<file path="src/rtl/univ_shift_reg_n.sv">
// rtl/univ_shift_reg_n.sv - parametrised universal shift register with counted burst engine
//
// Purpose: WIDTH-bit universal shift register with hold/shift/load/rotate/arithmetic ops and a
//          burst engine that applies one op CNT times under a START/BUSY/DONE handshake.
// Ports:
//   CLK    clock, all state updates on posedge
//   CLRb   asynchronous active-low reset
//   EN     clock enable; 0 freezes Q and stalls a burst
//   S      op select: 000/100 hold, 001 lsr, 010 lsl, 011 load, 101 ror, 110 rol, 111 asr
//   SDL    serial in to LSB on left shift
//   SDR    serial in to MSB on logical right shift
//   D      parallel load data
//   START  begin a burst of CNT ops of type S
//   CNT    burst length
//   Q      register contents
//   SOL    Q[WIDTH-1]
//   SOR    Q[0]
//   BUSY   burst in progress
//   DONE   one-cycle pulse when a burst completes
// Build option: UNIV_SHIFT_BARREL_EN - bursts complete in one cycle through a barrel shifter.

module univ_shift_reg_n #(
  parameter int WIDTH = 8,
  parameter int CNT_W = 4
) (
  input  logic             CLK,
  input  logic             CLRb,
  input  logic             EN,
  input  logic [2:0]       S,
  input  logic             SDL,
  input  logic             SDR,
  input  logic [WIDTH-1:0] D,
  input  logic             START,
  input  logic [CNT_W-1:0] CNT,
  output logic [WIDTH-1:0] Q,
  output logic             SOL,
  output logic             SOR,
  output logic             BUSY,
  output logic             DONE
);

  typedef enum logic {
    ST_IDLE = 1'b0,
    ST_RUN  = 1'b1
  } state_t;

  state_t           state_r, state_nxt;
  logic [WIDTH-1:0] q_r, q_nxt;
  logic [CNT_W-1:0] rem_r, rem_nxt;
  logic [2:0]       op_r, op_nxt;
  logic             done_r, done_nxt;

  // START requests that never enter the counted engine.
  logic start_null;
  logic start_load;
  logic start_single;

  assign start_null   = (CNT == '0) || (S[1:0] == 2'b00);
  assign start_load   = (S == 3'b011);
  assign start_single = (CNT == CNT_W'(1));

  // Single application of an op.
  function automatic logic [WIDTH-1:0] step_op(
    input logic [2:0]       op,
    input logic [WIDTH-1:0] q,
    input logic [WIDTH-1:0] d,
    input logic             sdl,
    input logic             sdr
  );
    logic [WIDTH-1:0] r;
    case (op)
      3'b001:  r = {sdr, q[WIDTH-1:1]};
      3'b010:  r = {q[WIDTH-2:0], sdl};
      3'b011:  r = d;
      3'b101:  r = {q[0], q[WIDTH-1:1]};
      3'b110:  r = {q[WIDTH-2:0], q[WIDTH-1]};
      3'b111:  r = {q[WIDTH-1], q[WIDTH-1:1]};
      default: r = q;
    endcase
    return r;
  endfunction

`ifdef UNIV_SHIFT_BARREL_EN
  // N-fold application in one step. The operand is paired with its fill word (or with itself
  // for rotates) and shifted as a double-width vector, so the bits entering the kept half are
  // exactly the fill bits. Logical/arithmetic amounts saturate at WIDTH; rotates use N mod WIDTH.
  function automatic logic [WIDTH-1:0] barrel_op(
    input logic [2:0]       op,
    input logic [WIDTH-1:0] q,
    input logic [CNT_W-1:0] n,
    input logic             sdl,
    input logic             sdr
  );
    logic [2*WIDTH-1:0] wide;
    logic [WIDTH-1:0]   r;
    int                 amt;
    int                 rot;
    amt  = (int'(n) >= WIDTH) ? WIDTH : int'(n);
    rot  = int'(n) % WIDTH;
    wide = {q, q};
    r    = q;
    case (op)
      3'b001: begin
        wide = {{WIDTH{sdr}}, q} >> amt;
        r    = wide[WIDTH-1:0];
      end
      3'b010: begin
        wide = {q, {WIDTH{sdl}}} << amt;
        r    = wide[2*WIDTH-1:WIDTH];
      end
      3'b101: begin
        wide = {q, q} >> rot;
        r    = wide[WIDTH-1:0];
      end
      3'b110: begin
        wide = {q, q} << rot;
        r    = wide[2*WIDTH-1:WIDTH];
      end
      3'b111: begin
        wide = {{WIDTH{q[WIDTH-1]}}, q} >> amt;
        r    = wide[WIDTH-1:0];
      end
      default: r = q;
    endcase
    return r;
  endfunction
`endif

  // State register
  always_ff @(posedge CLK or negedge CLRb) begin
    if (!CLRb) begin
      state_r <= ST_IDLE;
    end else begin
      state_r <= state_nxt;
    end
  end

  // Next-state logic
  always_comb begin
    state_nxt = state_r;
    case (state_r)
      ST_IDLE: begin
`ifndef UNIV_SHIFT_BARREL_EN
        if (EN && START && !start_null && !start_load && !start_single) begin
          state_nxt = ST_RUN;
        end
`endif
      end
      ST_RUN: begin
        // rem_r==1 means this edge applies the final op.
        if (EN && (rem_r == CNT_W'(1))) begin
          state_nxt = ST_IDLE;
        end
      end
      default: state_nxt = ST_IDLE;
    endcase
  end

  // Datapath and output logic
  always_comb begin
    q_nxt    = q_r;
    rem_nxt  = rem_r;
    op_nxt   = op_r;
    done_nxt = 1'b0;
    if (EN) begin
      case (state_r)
        ST_IDLE: begin
          if (START) begin
            if (start_null) begin
              done_nxt = 1'b1;
            end else if (start_load) begin
              q_nxt    = D;
              done_nxt = 1'b1;
            end else begin
              op_nxt = S;
`ifdef UNIV_SHIFT_BARREL_EN
              q_nxt    = barrel_op(S, q_r, CNT, SDL, SDR);
              rem_nxt  = '0;
              done_nxt = 1'b1;
`else
              // First op is applied on the START edge itself.
              q_nxt    = step_op(S, q_r, D, SDL, SDR);
              rem_nxt  = CNT - CNT_W'(1);
              done_nxt = start_single;
`endif
            end
          end else begin
            q_nxt = step_op(S, q_r, D, SDL, SDR);
          end
        end
        ST_RUN: begin
          q_nxt    = step_op(op_r, q_r, D, SDL, SDR);
          rem_nxt  = rem_r - CNT_W'(1);
          done_nxt = (rem_r == CNT_W'(1));
        end
        default: begin
          q_nxt = q_r;
        end
      endcase
    end
  end

  // Datapath registers; DONE is cleared every cycle so it stays a single-cycle pulse.
  always_ff @(posedge CLK or negedge CLRb) begin
    if (!CLRb) begin
      q_r    <= '0;
      rem_r  <= '0;
      op_r   <= 3'b000;
      done_r <= 1'b0;
    end else begin
      q_r    <= q_nxt;
      rem_r  <= rem_nxt;
      op_r   <= op_nxt;
      done_r <= done_nxt;
    end
  end

  assign Q    = q_r;
  assign SOL  = q_r[WIDTH-1];
  assign SOR  = q_r[0];
  assign BUSY = (state_r == ST_RUN);
  assign DONE = done_r;

endmodule

</file>
<file path="config.mk">
export PLATFORM = sky130hd
export DESIGN_NAME = univ_shift_reg_n
export DESIGN_NICKNAME = d
export VERILOG_FILES = /design/src/rtl/univ_shift_reg_n.sv
export SDC_FILE = /design/constraint.sdc
export NUM_CORES = 1
export LEC_CHECK = 0
export CAP_MARGIN = 20
export CORE_MARGIN = 5
export CORE_UTILIZATION = 51
export CTS_CLUSTER_SIZE = 8
export DETAILED_ROUTE_END_ITERATION = 10
export PLACE_DENSITY = 0.78
export SKIP_LAST_GASP = 1
export SYNTH_ARGS = -nofsm -noshare
export SYNTH_HDL_FRONTEND = slang
export SYNTH_SLANG_ARGS = --single-unit
</file>
<file path="constraint.sdc">
create_clock -name CLK -period 1.62 [get_ports CLK]
set_input_delay 0.243 -clock CLK [delete_from_list [all_inputs] [get_ports CLK]]
set_output_delay 0.243 -clock CLK [all_outputs]
set_load 0.01 [all_outputs]
</file>
==> flow_metrics.env <==
export IMPL_via_count=1772
export IMPL_synth_fa_ha_area_frac=0.0314
export IMPL_dp_slack_ps=-453
export IMPL_clk_latency_ps=290
export IMPL_grt_overflow=0
export IMPL_route_met3_wl_um=304
export IMPL_grt_max_degree=18
export IMPL_slew_headroom=0.699
export IMPL_synth_edf_count=0
export IMPL_yosys_warnings=0
export IMPL_rsz0062_at_grt="true"
export IMPL_p_sw_uw=1500
export IMPL_path_cells="clkdlybuf4s50_1"
export IMPL_start_kind="flip-flop"
export IMPL_fmax_mhz=626
export IMPL_vdd_ir_drop_max_mv=0.685
export IMPL_antenna_found_initial=0
export IMPL_dieArea_um2=4350
export IMPL_route_met2_wl_um=2490
export IMPL_final_layout_size_suffix_gt1_frac=0.260
export IMPL_dieWidth_um=65.9
export IMPL_fillers=240
export IMPL_setup_ws_ps=23.7
export IMPL_drv_slew=0
export IMPL_synth_area_leaders="dfrtp_1 (27%), o21ai_0 (5.3%), a22o_1 (4.4%), mux2i_1 (4.4%), a221oi_1 (3.8%)"
export IMPL_drc_errors=0
export IMPL_path_clk_slew_ps=110
export IMPL_wl_per_cell_um=17.1
export IMPL_outcome="complete, no violations"
export IMPL_yosys_top_cells_count="dfrtp_1 (17), o21ai_0 (17), nand2_1 (16)"
export IMPL_endpoint_kind="output pin"
export IMPL_switching_share=0.449
export IMPL_start_util=0.527
export IMPL_synthMuxAreaShare=0.0651
export IMPL_drt_iter0_drc=232
export IMPL_yosys_area_share_simple=0.201
export IMPL_synth_xor_area_share=0.0110
export IMPL_cp_slowest_stage_delay_ps=580
export IMPL_leakage_uw=0.000920
export IMPL_cp_required_ps=1380
export IMPL_areaGrowthSynthToFinish_pct=38.7
export IMPL_seqCellArea_um2=435
export IMPL_rows=20
export IMPL_grt_first_pass_wirelength_um=8210
export IMPL_drt_met1_wl_um=1990
export IMPL_grt_use_total=0.238
export IMPL_cts_sinks=17
export IMPL_crit_type="flip-flop to output pin"
export IMPL_portBuffers=32
export IMPL_root_buffer="clkbuf_4"
export IMPL_critPathBufInv=1
export IMPL_slowest_stage="clkdlybuf4s50_1"
export IMPL_ys_ff_latch=17
export IMPL_tritoncts="done"
export IMPL_synth_cell_types=52
export IMPL_synth_avg_cell_area_um2=8.62
export IMPL_crit_family="buffers and inverters"
export IMPL_finalCritPeriodShare=0.985
export IMPL_sequentialPowerShare=0.308
export IMPL_yosysTopAreaCell="dfrtp_1"
export IMPL_setup_viol=0
export IMPL_drt_pass1_iter_count=4
export IMPL_crit_arrival_ps=1350
export IMPL_cts_buffers=3
export IMPL_hold_path_class="input port to async pin"
export IMPL_clk_path_buf_depth=2
export IMPL_core_area_um2=3030
export IMPL_io_pins=33
export IMPL_final_hold_violation_count=0
export IMPL_worst_slew_pin_slew_ps=449
export IMPL_ant_nets=0
export IMPL_wirelength_um=4880
export IMPL_skew_ps=7.06
export IMPL_combPwrFrac=0.619
export IMPL_via_per_inst=6.20
export IMPL_synth_compound_gate_area_share=0.344
export IMPL_grt_pass1_vias=1828
export IMPL_fin_nets=268
export IMPL_p_int_uw=1840
export IMPL_synthesis_nets=210
export IMPL_synth_top_area_share=0.267
export IMPL_highest_layer="met4"
export IMPL_worst_path_max_fanout=7
export IMPL_n_antenna_cell=0
export IMPL_place_congestion=0.965
export IMPL_postSynthCellCount=185
export IMPL_tns_ps=0
export IMPL_netlist_area_um2=1600
export IMPL_clockPowerShare=0.072
export IMPL_async_flop_share=1.00
export IMPL_synth_top_family_by_area="compound AO/OA/AOI/OAI gates"
export IMPL_synth_seq_area_share=0.267
export IMPL_maxCapViolCount=0
export IMPL_multi_input_area_um2=1070
export IMPL_dp_hpwl_um=3720
export IMPL_htreeDepth=1
export IMPL_synth_main_ff_cell="dfrtp_1"
export IMPL_p_per_area_nw_per_um2=1510
export IMPL_die_h_um=65.9
export IMPL_ff2ff_setup_slack_ps=120
export IMPL_min_period_ps=1600
timing repair:
| action | 4_1_cts | 5_1_grt |
|---|---|---|
| hold buffers | 0 | 0 |
| endpoints found under the setup margin | 16 | 17 |
| buffers inserted | 0 | 1 |
| resized for setup | 12 | 9 |
| endpoints found under the hold margin | 0 | 0 |
| gates cloned | 0 | 0 |
| pin swaps | 3 | 1 |
worst paths after layout:
path / startpoint / to / cells past startpoint
min: CLRb / Q[0]$_DFFE_PN0P_ / 2
max in group asynchronous: CLRb / Q[7]$_DFFE_PN0P_ / 2
max reg2reg: op_r[1]$_DFFE_PN0P_ / Q[5]$_DFFE_PN0P_ / 4
max: Q[5]$_DFFE_PN0P_ / Q[5] / 1
min in group CLK: S[0] / op_r[0]$_DFFE_PN0P_ / 4
min reg2reg: Q[1]$_DFFE_PN0P_ / Q[1]$_DFFE_PN0P_ / 2
power by group through the flow:
stage,logic [µW],registers [µW],clock network [µW]
floorplan,1250,918,0
global placement,1920,993,0
detailed placement,1980,1020,0
CTS,2020,1010,245
global route,2280,1060,271
finish,2070,1030,241
sequential cells by signal, summed over array words and instances (netlist names):
signal	cells
BUSY	1
DONE	1
Q	8
op_r	3
rem_r	4
layout make-up:
class | instances | share of cell area
tap | 44 | 0.0249
multi-input combinational | 141 | 0.482
timing repair buffer | 66 | 0.261
clock buffer | 4 | 0.0119
inverter | 14 | 0.0237
sequential | 17 | 0.197
metal layers:
layer  track usage  vias up
li1              -      820
met1         0.268      861
met2         0.433       77
met3        0.0408       14
met4         0.109        0
met5             0        -
kinds of logic (layout without fill, tap and decap cells):
| group | Yosys count | in the layout |
|---|---|---|
| xor gates and xnor gates | 2 | 2 |
| adders and majority gates | 4 | 4 |
| and+or+nand+nor | 50 | 50 |
| muxes | 10 | 10 |
| AOI/OAI and AO/OA | 75 | 75 |
| DFF | 17 | 17 |
| buffers and inverters | 27 | 84 |
layout by cell type, fill, tap and decap left out, drive strengths merged, types with 5 or more instances in the layout:
cell type      Yosys  routed
clkbuf             2       5
buf               11      33
dfrtp             17      17
clkdlybuf4s50      0      29
nand2b             8       8
mux2i              7       7
a22o               8       8
a21oi              8       8
nand2             16      16
inv               14      14
a221oi             7       7
o31ai              6       6
o21ai             17      17
nor2b              5       5
per-stage QoR:
step,power [µW],cells,cell area [µm²],utilization,hold WS (ps)
floorplan,2170,185,1600,-,-52.6
global placement,2910,281,2140,0.707,564
detailed placement,2990,281,2140,0.707,580
CTS,3270,285,2190,0.724,276
global route,3610,286,2210,0.731,316
finish,3350,286,2210,0.731,280
(Power assumes the default switching activity.)
